$ cat src/rtl/lake_config_sequencer.sv
// Configuration loader for a lakespec memory: narrow word writes fill a shadow
// register, and a commit sequences stall/flush around the copy to the active vector.
module lake_config_sequencer #(
   parameter int  CONFIG_MEMORY_SIZE = 512,
   parameter int  CFG_DATA_WIDTH     = 32,
   parameter int  STALL_PRE          = 2,
   parameter int  FLUSH_CYCLES       = 2,
   parameter int  DRAIN_CYCLES       = 2,
   localparam int NUM_WORDS = (CONFIG_MEMORY_SIZE + CFG_DATA_WIDTH - 1) / CFG_DATA_WIDTH,
   localparam int ADDR_W    = (NUM_WORDS > 1) ? $clog2(NUM_WORDS) : 1
) (
   input  logic                          clk,
   input  logic                          rst_n,
   input  logic                          cfg_valid,
   output logic                          cfg_ready,
   input  logic [ADDR_W-1:0]             cfg_addr,
   input  logic [CFG_DATA_WIDTH-1:0]     cfg_data,
   input  logic                          cfg_commit,
   output logic [CONFIG_MEMORY_SIZE-1:0] config_memory,
   output logic                          stall,
   output logic                          flush,
   output logic                          busy,
   output logic                          configured,
   output logic                          cfg_err
);

   localparam int SHADOW_W = NUM_WORDS * CFG_DATA_WIDTH;
   localparam int CNT_MAX  = (STALL_PRE > FLUSH_CYCLES)
                             ? ((STALL_PRE > DRAIN_CYCLES) ? STALL_PRE : DRAIN_CYCLES)
                             : ((FLUSH_CYCLES > DRAIN_CYCLES) ? FLUSH_CYCLES : DRAIN_CYCLES);
   localparam int CNT_W    = (CNT_MAX > 1) ? $clog2(CNT_MAX) : 1;

   typedef enum logic [2:0] {
      ST_IDLE,
      ST_PRE,
      ST_LOAD,
      ST_FLUSH,
      ST_DRAIN
   } state_t;

   state_t                          state, state_d;
   logic [CNT_W-1:0]                cnt, cnt_d;
   logic                            load_copy;
   logic                            stall_d, flush_d, busy_d, configured_d;
   logic [CONFIG_MEMORY_SIZE-1:0]   shadow, shadow_d;
   logic [SHADOW_W-1:0]             padded;
   logic                            wr_accept, addr_ok;

   assign cfg_ready = (state == ST_IDLE);
   assign wr_accept = cfg_valid & cfg_ready;
   assign addr_ok   = (int'(cfg_addr) < NUM_WORDS);

   // The write lands in a word-aligned image; bits past the vector width fall off here.
   always_comb begin
      padded = SHADOW_W'(shadow);
      if (addr_ok) padded[int'(cfg_addr)*CFG_DATA_WIDTH +: CFG_DATA_WIDTH] = cfg_data;
      shadow_d = padded[CONFIG_MEMORY_SIZE-1:0];
   end

   // State register plus the registered outputs and datapath.
   always_ff @(posedge clk or negedge rst_n) begin
      if (!rst_n) begin
         // NOTE: the shadow is a plain register, not a RAM, so it takes the async reset like any other flop.
         state         <= ST_IDLE;
         cnt           <= '0;
         shadow        <= '0;
         config_memory <= '0;
         stall         <= 1'b1;
         flush         <= 1'b0;
         busy          <= 1'b0;
         configured    <= 1'b0;
         cfg_err       <= 1'b0;
      end else begin
         // NOTE: non-blocking everywhere here so every flop samples pre-edge values.
         state      <= state_d;
         cnt        <= cnt_d;
         stall      <= stall_d;
         flush      <= flush_d;
         busy       <= busy_d;
         configured <= configured_d;
         if (wr_accept) begin
            if (addr_ok) shadow  <= shadow_d;
            else         cfg_err <= 1'b1;
         end
         if (load_copy) config_memory <= shadow;
      end
   end

   // Next-state and counter.
   always_comb begin
      // NOTE: defaults first so no path through the case leaves a latch behind.
      state_d      = state;
      cnt_d        = cnt;
      load_copy    = 1'b0;
      configured_d = configured;
      unique case (state)
         ST_IDLE: begin
            if (cfg_commit) begin
               state_d = ST_PRE;
               cnt_d   = CNT_W'(STALL_PRE - 1);
            end
         end
         ST_PRE: begin
            if (cnt == '0) state_d = ST_LOAD;
            else           cnt_d   = cnt - CNT_W'(1);
         end
         ST_LOAD: begin
            load_copy = 1'b1;
            state_d   = ST_FLUSH;
            cnt_d     = CNT_W'(FLUSH_CYCLES - 1);
         end
         ST_FLUSH: begin
            if (cnt == '0) begin
               state_d = ST_DRAIN;
               cnt_d   = CNT_W'(DRAIN_CYCLES - 1);
            end else begin
               cnt_d = cnt - CNT_W'(1);
            end
         end
         ST_DRAIN: begin
            if (cnt == '0) begin
               state_d      = ST_IDLE;
               configured_d = 1'b1;
            end else begin
               cnt_d = cnt - CNT_W'(1);
            end
         end
         default: state_d = ST_IDLE;
      endcase
   end

   // Outputs are decoded from the upcoming state so the flops show the value of that state.
   always_comb begin
      stall_d = 1'b1;
      flush_d = 1'b0;
      busy_d  = (state_d != ST_IDLE);
      unique case (state_d)
         ST_IDLE:  stall_d = ~configured_d;
         ST_PRE,
         ST_LOAD:  stall_d = 1'b1;
         ST_FLUSH: begin
            stall_d = 1'b1;
            flush_d = 1'b1;
         end
         ST_DRAIN: begin
            stall_d = 1'b0;
            flush_d = 1'b1;
         end
         default:  stall_d = 1'b1;
      endcase
   end

endmodule

$ cat config.mk
export PLATFORM = sky130hd
export DESIGN_NAME = lake_config_sequencer
export DESIGN_NICKNAME = d
export VERILOG_FILES = /design/src/rtl/lake_config_sequencer.sv
export SDC_FILE = /design/constraint.sdc
export NUM_CORES = 1
export LEC_CHECK = 0
export CAP_MARGIN = 25
export CELL_PAD_IN_SITES_DETAIL_PLACEMENT = 0
export CELL_PAD_IN_SITES_GLOBAL_PLACEMENT = 1
export CORE_MARGIN = 8
export CORE_UTILIZATION = 47
export DETAILED_ROUTE_END_ITERATION = 16
export DONT_BUFFER_PORTS = 1
export HOLD_SLACK_MARGIN = 0.02
export PLACE_DENSITY_LB_ADDON = 0.05
export SLEW_MARGIN = 20
export SYNTH_ARGS = -nofsm -noshare
export SYNTH_HDL_FRONTEND = slang
export SYNTH_SLANG_ARGS = --single-unit
$ cat constraint.sdc
create_clock -name clk -period 2.35 [get_ports clk]
set_clock_uncertainty 0.05 [all_clocks]
set_input_delay 0.3525 -clock clk [delete_from_list [all_inputs] [get_ports clk]]
set_output_delay 0.3525 -clock clk [all_outputs]
set_load 0.02 [all_outputs]
# == Word-level counts from Yosys, hierarchy flattened ==
# Index checks and enable logic that the tools add are counted.
# totals
wordCells,43
out_inout_bits,518
in_bits,40
regBits,1032
# op_classes
mux,15
n_shift,2
bitwise,2
n_addsub,2
reduce_logical,7
eq_ne,7
# op_table
operator,n
$bwmux 512,1
$shift 32x33->512 const A,1
$shiftx 32x33->512,1
$neg 9->33,1
$pmux 3 s5,1
$mux 3,4
$eq 3x2->1 const B,3
$mux 1,7
$eq 3x3->1 const B,2
$logic_not 3->1,2
$pmux 1 s4,1
$reduce_bool 4->1,1
$reduce_or 2->1,2
$eq 3x1->1 const B,1
$reduce_bool 3->1,1
$ne 2x1->1 const B,1
$pmux 1 s2,1
$reduce_and 2->1,1
$and 1x1->1,1
$not 1->1,1
$sub 1x1->1 const B,1

# == Depth between registers and ports, before layout ==
# logic_depth
depth_word,5
depth_mapped,9
depth_no_buf,6

# == Least setup slack after synthesis ==
# OpenSTA, ideal clock, no wires.
# synth_timing
path_type,in2reg
start,in cfg_addr[2]
end,reg shadow[34]
path_slack_ns,-0.248
setup_time_ns,0.125
path_stages,9
arrival_ns,2.423
n_path_buf,3
path_cell_list,clkbuf_1 > nor3_1 > ha_1 > or4b_4 > nor4_4 > and2_1 > clkbuf_2 > clkbuf_8 > mux2_2
# synth_via
elab_chain_len,3
word_cells_on_any_way,4
# synth_rtl
item,line_no,text
start: declaration,16,"input logic [ADDR_W-1:0] cfg_addr,"
$neg 9->33 (*),56,if (addr_ok) padded[int'(cfg_addr)*CFG_DATA_WIDTH +: CFG_DATA_WIDTH] = cfg_data;
$shiftx 32x33->512 or $shift 32x33->512 (tied branches),56,
$bwmux 512 (*),56,
end signal: assignment,82,if (addr_ok) shadow <= shadow_d;
end: declaration,45,"logic [CONFIG_MEMORY_SIZE-1:0] shadow, shadow_d;"
# Mark *: on every way between the ends. The rest lies on a longest branch, timed or not.
# A chain may end at the register's enable or synchronous reset.

# == Worst setup path in the final report ==
# layout_timing
start,reg state[0]
end,reg shadow[60]
# layout_via
elab_chain_len,2
# layout_rtl
item,line_no,text
start: declaration,41,"state_t state, state_d;"
start signal: assignment,75,state <= state_d;
$logic_not 3->1,49,assign cfg_ready = (state == ST_IDLE);
$and 1x1->1,50,assign wr_accept = cfg_valid & cfg_ready;
# Every way passes these cells.

==> metrics.md <==
| Metric | Value |
|---|---|
| Status | `finished with violations` |
| Failing checks | `hold timing` |
| Initial antenna violation count | `7` |
| Fin crit period | `2220 ps` |
| Most frequent cell after synthesis | `dfrtp_1` |
| Layout overhead on the synthesized area | `15.1%` |
| Initial Util | `0.472` |
| Share of cells above drive strength 1 | `0.462` |
| Fin crit share | `0.943` |
| Yosys top cell area share | `0.669` |
| I/O pin count | `558` |
| Clock sink count | `1,032` |
| Max Fclk | `451 MHz` |
| Root buf cell | `clkbuf_16` |
| CP required | `2810 ps` |
| Number of nets still failing antenna checks after routing | `0` |
| Largest net degree at the start of global routing | `1,033` |
| Most used flip-flop cell after synthesis | `dfrtp_1` |
| Syn_nets | `2,491` |
| PwrDens | `1350 nW/um2` |
| Final Hold Fails | `286` |
| VDD IR-drop max | `0.639 mV` |
| Async set or reset register ratio after synthesis | `1.00` |
| Routed wire per std cell | `27.3 um` |
| Worst slew pin tran | `1090 ps` |
| Hold WC Path Type | `in -> async` |
| Crit path arrival time | `2680 ps` |
| RSZ-0062 raised after global routing | `no` |
| DR vias | `20,000` |
| Synthesized flop and latch total | `1,032` |
| IO buf count | `0` |
| Synthesis Warnings | `0` |
| Distinct cells, synth | `42` |
| Avg Synthesized Cell Area | `15.8 um2` |
| Filler cells | `6,622` |
| Die area | `91,500 um2` |
| GRT overflow | `0` |
| Cells after synthesis | `2,449` |
| CP max FO | `12` |
| Via density | `5.44` |
| DRC Markers | `0` |
| Count of pins over their slew limit | `0` |
| Final Setup Violations | `0` |
| Synth cell count leaders | `dfrtp_1 (1,031), mux2_2 (922), nand2_1 (169)` |
| WL final | `100,000 um` |
| Number of H-tree levels | `3` |
| 1st-iter DRT viols | `915` |
| Total core area | `81,700 um2` |
| Setup crit start kind | `flip-flop` |
| Max-cap violations | `0` |
| Top post-synthesis cells by area | `dfrtp_1 (67%), mux2_2 (27%), nand2_1 (1.6%)` |
| Inst Count DP | `3,413` |
| Clock Pin Slew Worst Setup and Hold Paths | `60 ps` |
| Number of synthesized flops with an enable pin | `0` |
| Min Hold Slack | `-649 ps` |
| Routability cong. | `0.758` |
| All-Layer GR Usage | `0.217` |
| DRT Pass-1 Iters | `4` |
| Final nets | `2,545` |
| Die W | `303 um` |
| Worst setup EP type | `flip-flop` |
| Row cnt | `105` |
| Hpwl dp | `65,500 um` |
| CTS tree | `done` |
| Die height | `303 um` |
| Final core utilization | `0.543` |
| Pwr Total | `59.9 mW` |
| Post-Syn Area | `38,600 um2` |
| Sequential element share of the synthesized area | `0.669` |
| First-pass GRT wire length | `148,000 um` |
| Vias in the first global route | `21,100` |
| Area leader, netlist | `dfrtp_1` |
| Later-pin clock latency in the skew report | `640 ps` |
| Critical path type | `reg -> reg` |
| Setup TNS | `0 ps` |
| Clk buf depth | `3` |
| Clock buffer count from CTS | `107` |
| Non-filler cells, final | `3,670` |
| Leakage power | `21.8 nW` |
| CTS Hold Buffers Added | `40` |
| Tightest slew margin relative to the limit | `0.273` |
| # Post-CTS Setup Buffers | `0` |
[cells in the final DEF, fill, tap and decap left out, types with 10 or more instances in the layout]
master / count
dfrtp_1: 1031
mux2_2: 912
nand2_1: 164
clkbuf_16: 110
o21ai_0: 102
buf_12: 35
dlygate4sd3_1: 33
clkbuf_8: 27
clkinv_2: 26
buf_4: 25
clkbuf_1: 19
diode_2: 11
mux2_4: 10
[through the flow]
stage	worst slack [ps]	area, um2
after global routing	45.8	44400
after detailed placement	-53.4	40100
after CTS	47.0	44100
final	134	44400
after floorplan	-75.7	38700
after global placement	-12.9	40100
[power breakdown]
group | internal, mW | switching [mW] | total [mW] | leakage, nW
sequential | 23.8 | 8.12 | 31.9 | 13.9
combinational | 6.75 | 4.36 | 11.1 | 6.08
clock | 10.1 | 6.81 | 16.9 | 1.78
total | 40.6 | 19.3 | 59.9 | 21.8
[metal layers]
layer | vias to the layer above | share of wire | track usage
met3 | 168 | 0.10 | 0.0921
li1 | 8670 | - | -
met5 | - | 0.00021 | 0
met1 | 10600 | 0.40 | 0.267
met2 | 519 | 0.46 | 0.341
met4 | 4 | 0.036 | 0.0786
[worst max-delay path, stage by stage, from the launching register on]
cell and delay [ps]:
dfrtp_1 390, or4b_4 580, nor4_4 230, and2_2 250, buf_4 240, mux2_2 350
[kinds of logic (layout without fill, tap and decap cells)]
logic type | after synthesis | count (layout) | share of synthesized area
flops | 1032 | 1032 | 0.669
mux | 927 | 927 | 0.271
simple gates | 209 | 209 | 0.0235
buf+inv | 165 | 305 | 0.0204
compound gates | 111 | 111 | 0.0151
fa+ha+maj | 2 | 2 | 0.000648
xor+xnor | 2 | 2 | 0.000454
other cells | 1 | 12 | 0.0000972
[path summary, 6_finish.rpt]
path / startpoint / to / slack (ps) / cells after the start
worst max-delay path: state[0] / shadow[60] / 130 / 5
worst min-delay path: rst_n / config_memory[201] / -650 / 0
worst max register to register: state[0] / shadow[60] / 130 / 5
worst min register to register: shadow[194] / shadow[194] / 420 / 2
max in group asynchronous: rst_n / shadow[19] / 420 / 3
min in group clk: cfg_addr[2] / shadow[511] / 130 / 3
[flip-flops by register name (all words and copies together) (netlist names)]
name           flops
busy               1
cnt                1
config_memory    512
configured         1
flush              1
shadow           512
stall              1
state              3
[final cells by class]
cell class / count / area [um2] / area share
diodes: 11 / 27.5 / 0.000620
flip-flops and latches: 1032 / 25800 / 0.582
multi-input cells: 1252 / 12100 / 0.273
repair buffers: 107 / 1490 / 0.0335
well taps: 1070 / 1340 / 0.0302
clock inverters: 40 / 398 / 0.00896
inverters: 3 / 11.3 / 0.000254
clock buffers: 155 / 3170 / 0.0714
[repair_timing]
item	4_1_cts	5_1_grt
setup endpoints to repair	0	240
hold endpoints to repair	1546	286
resized for setup	0	1
(Power assumes the default switching activity.)
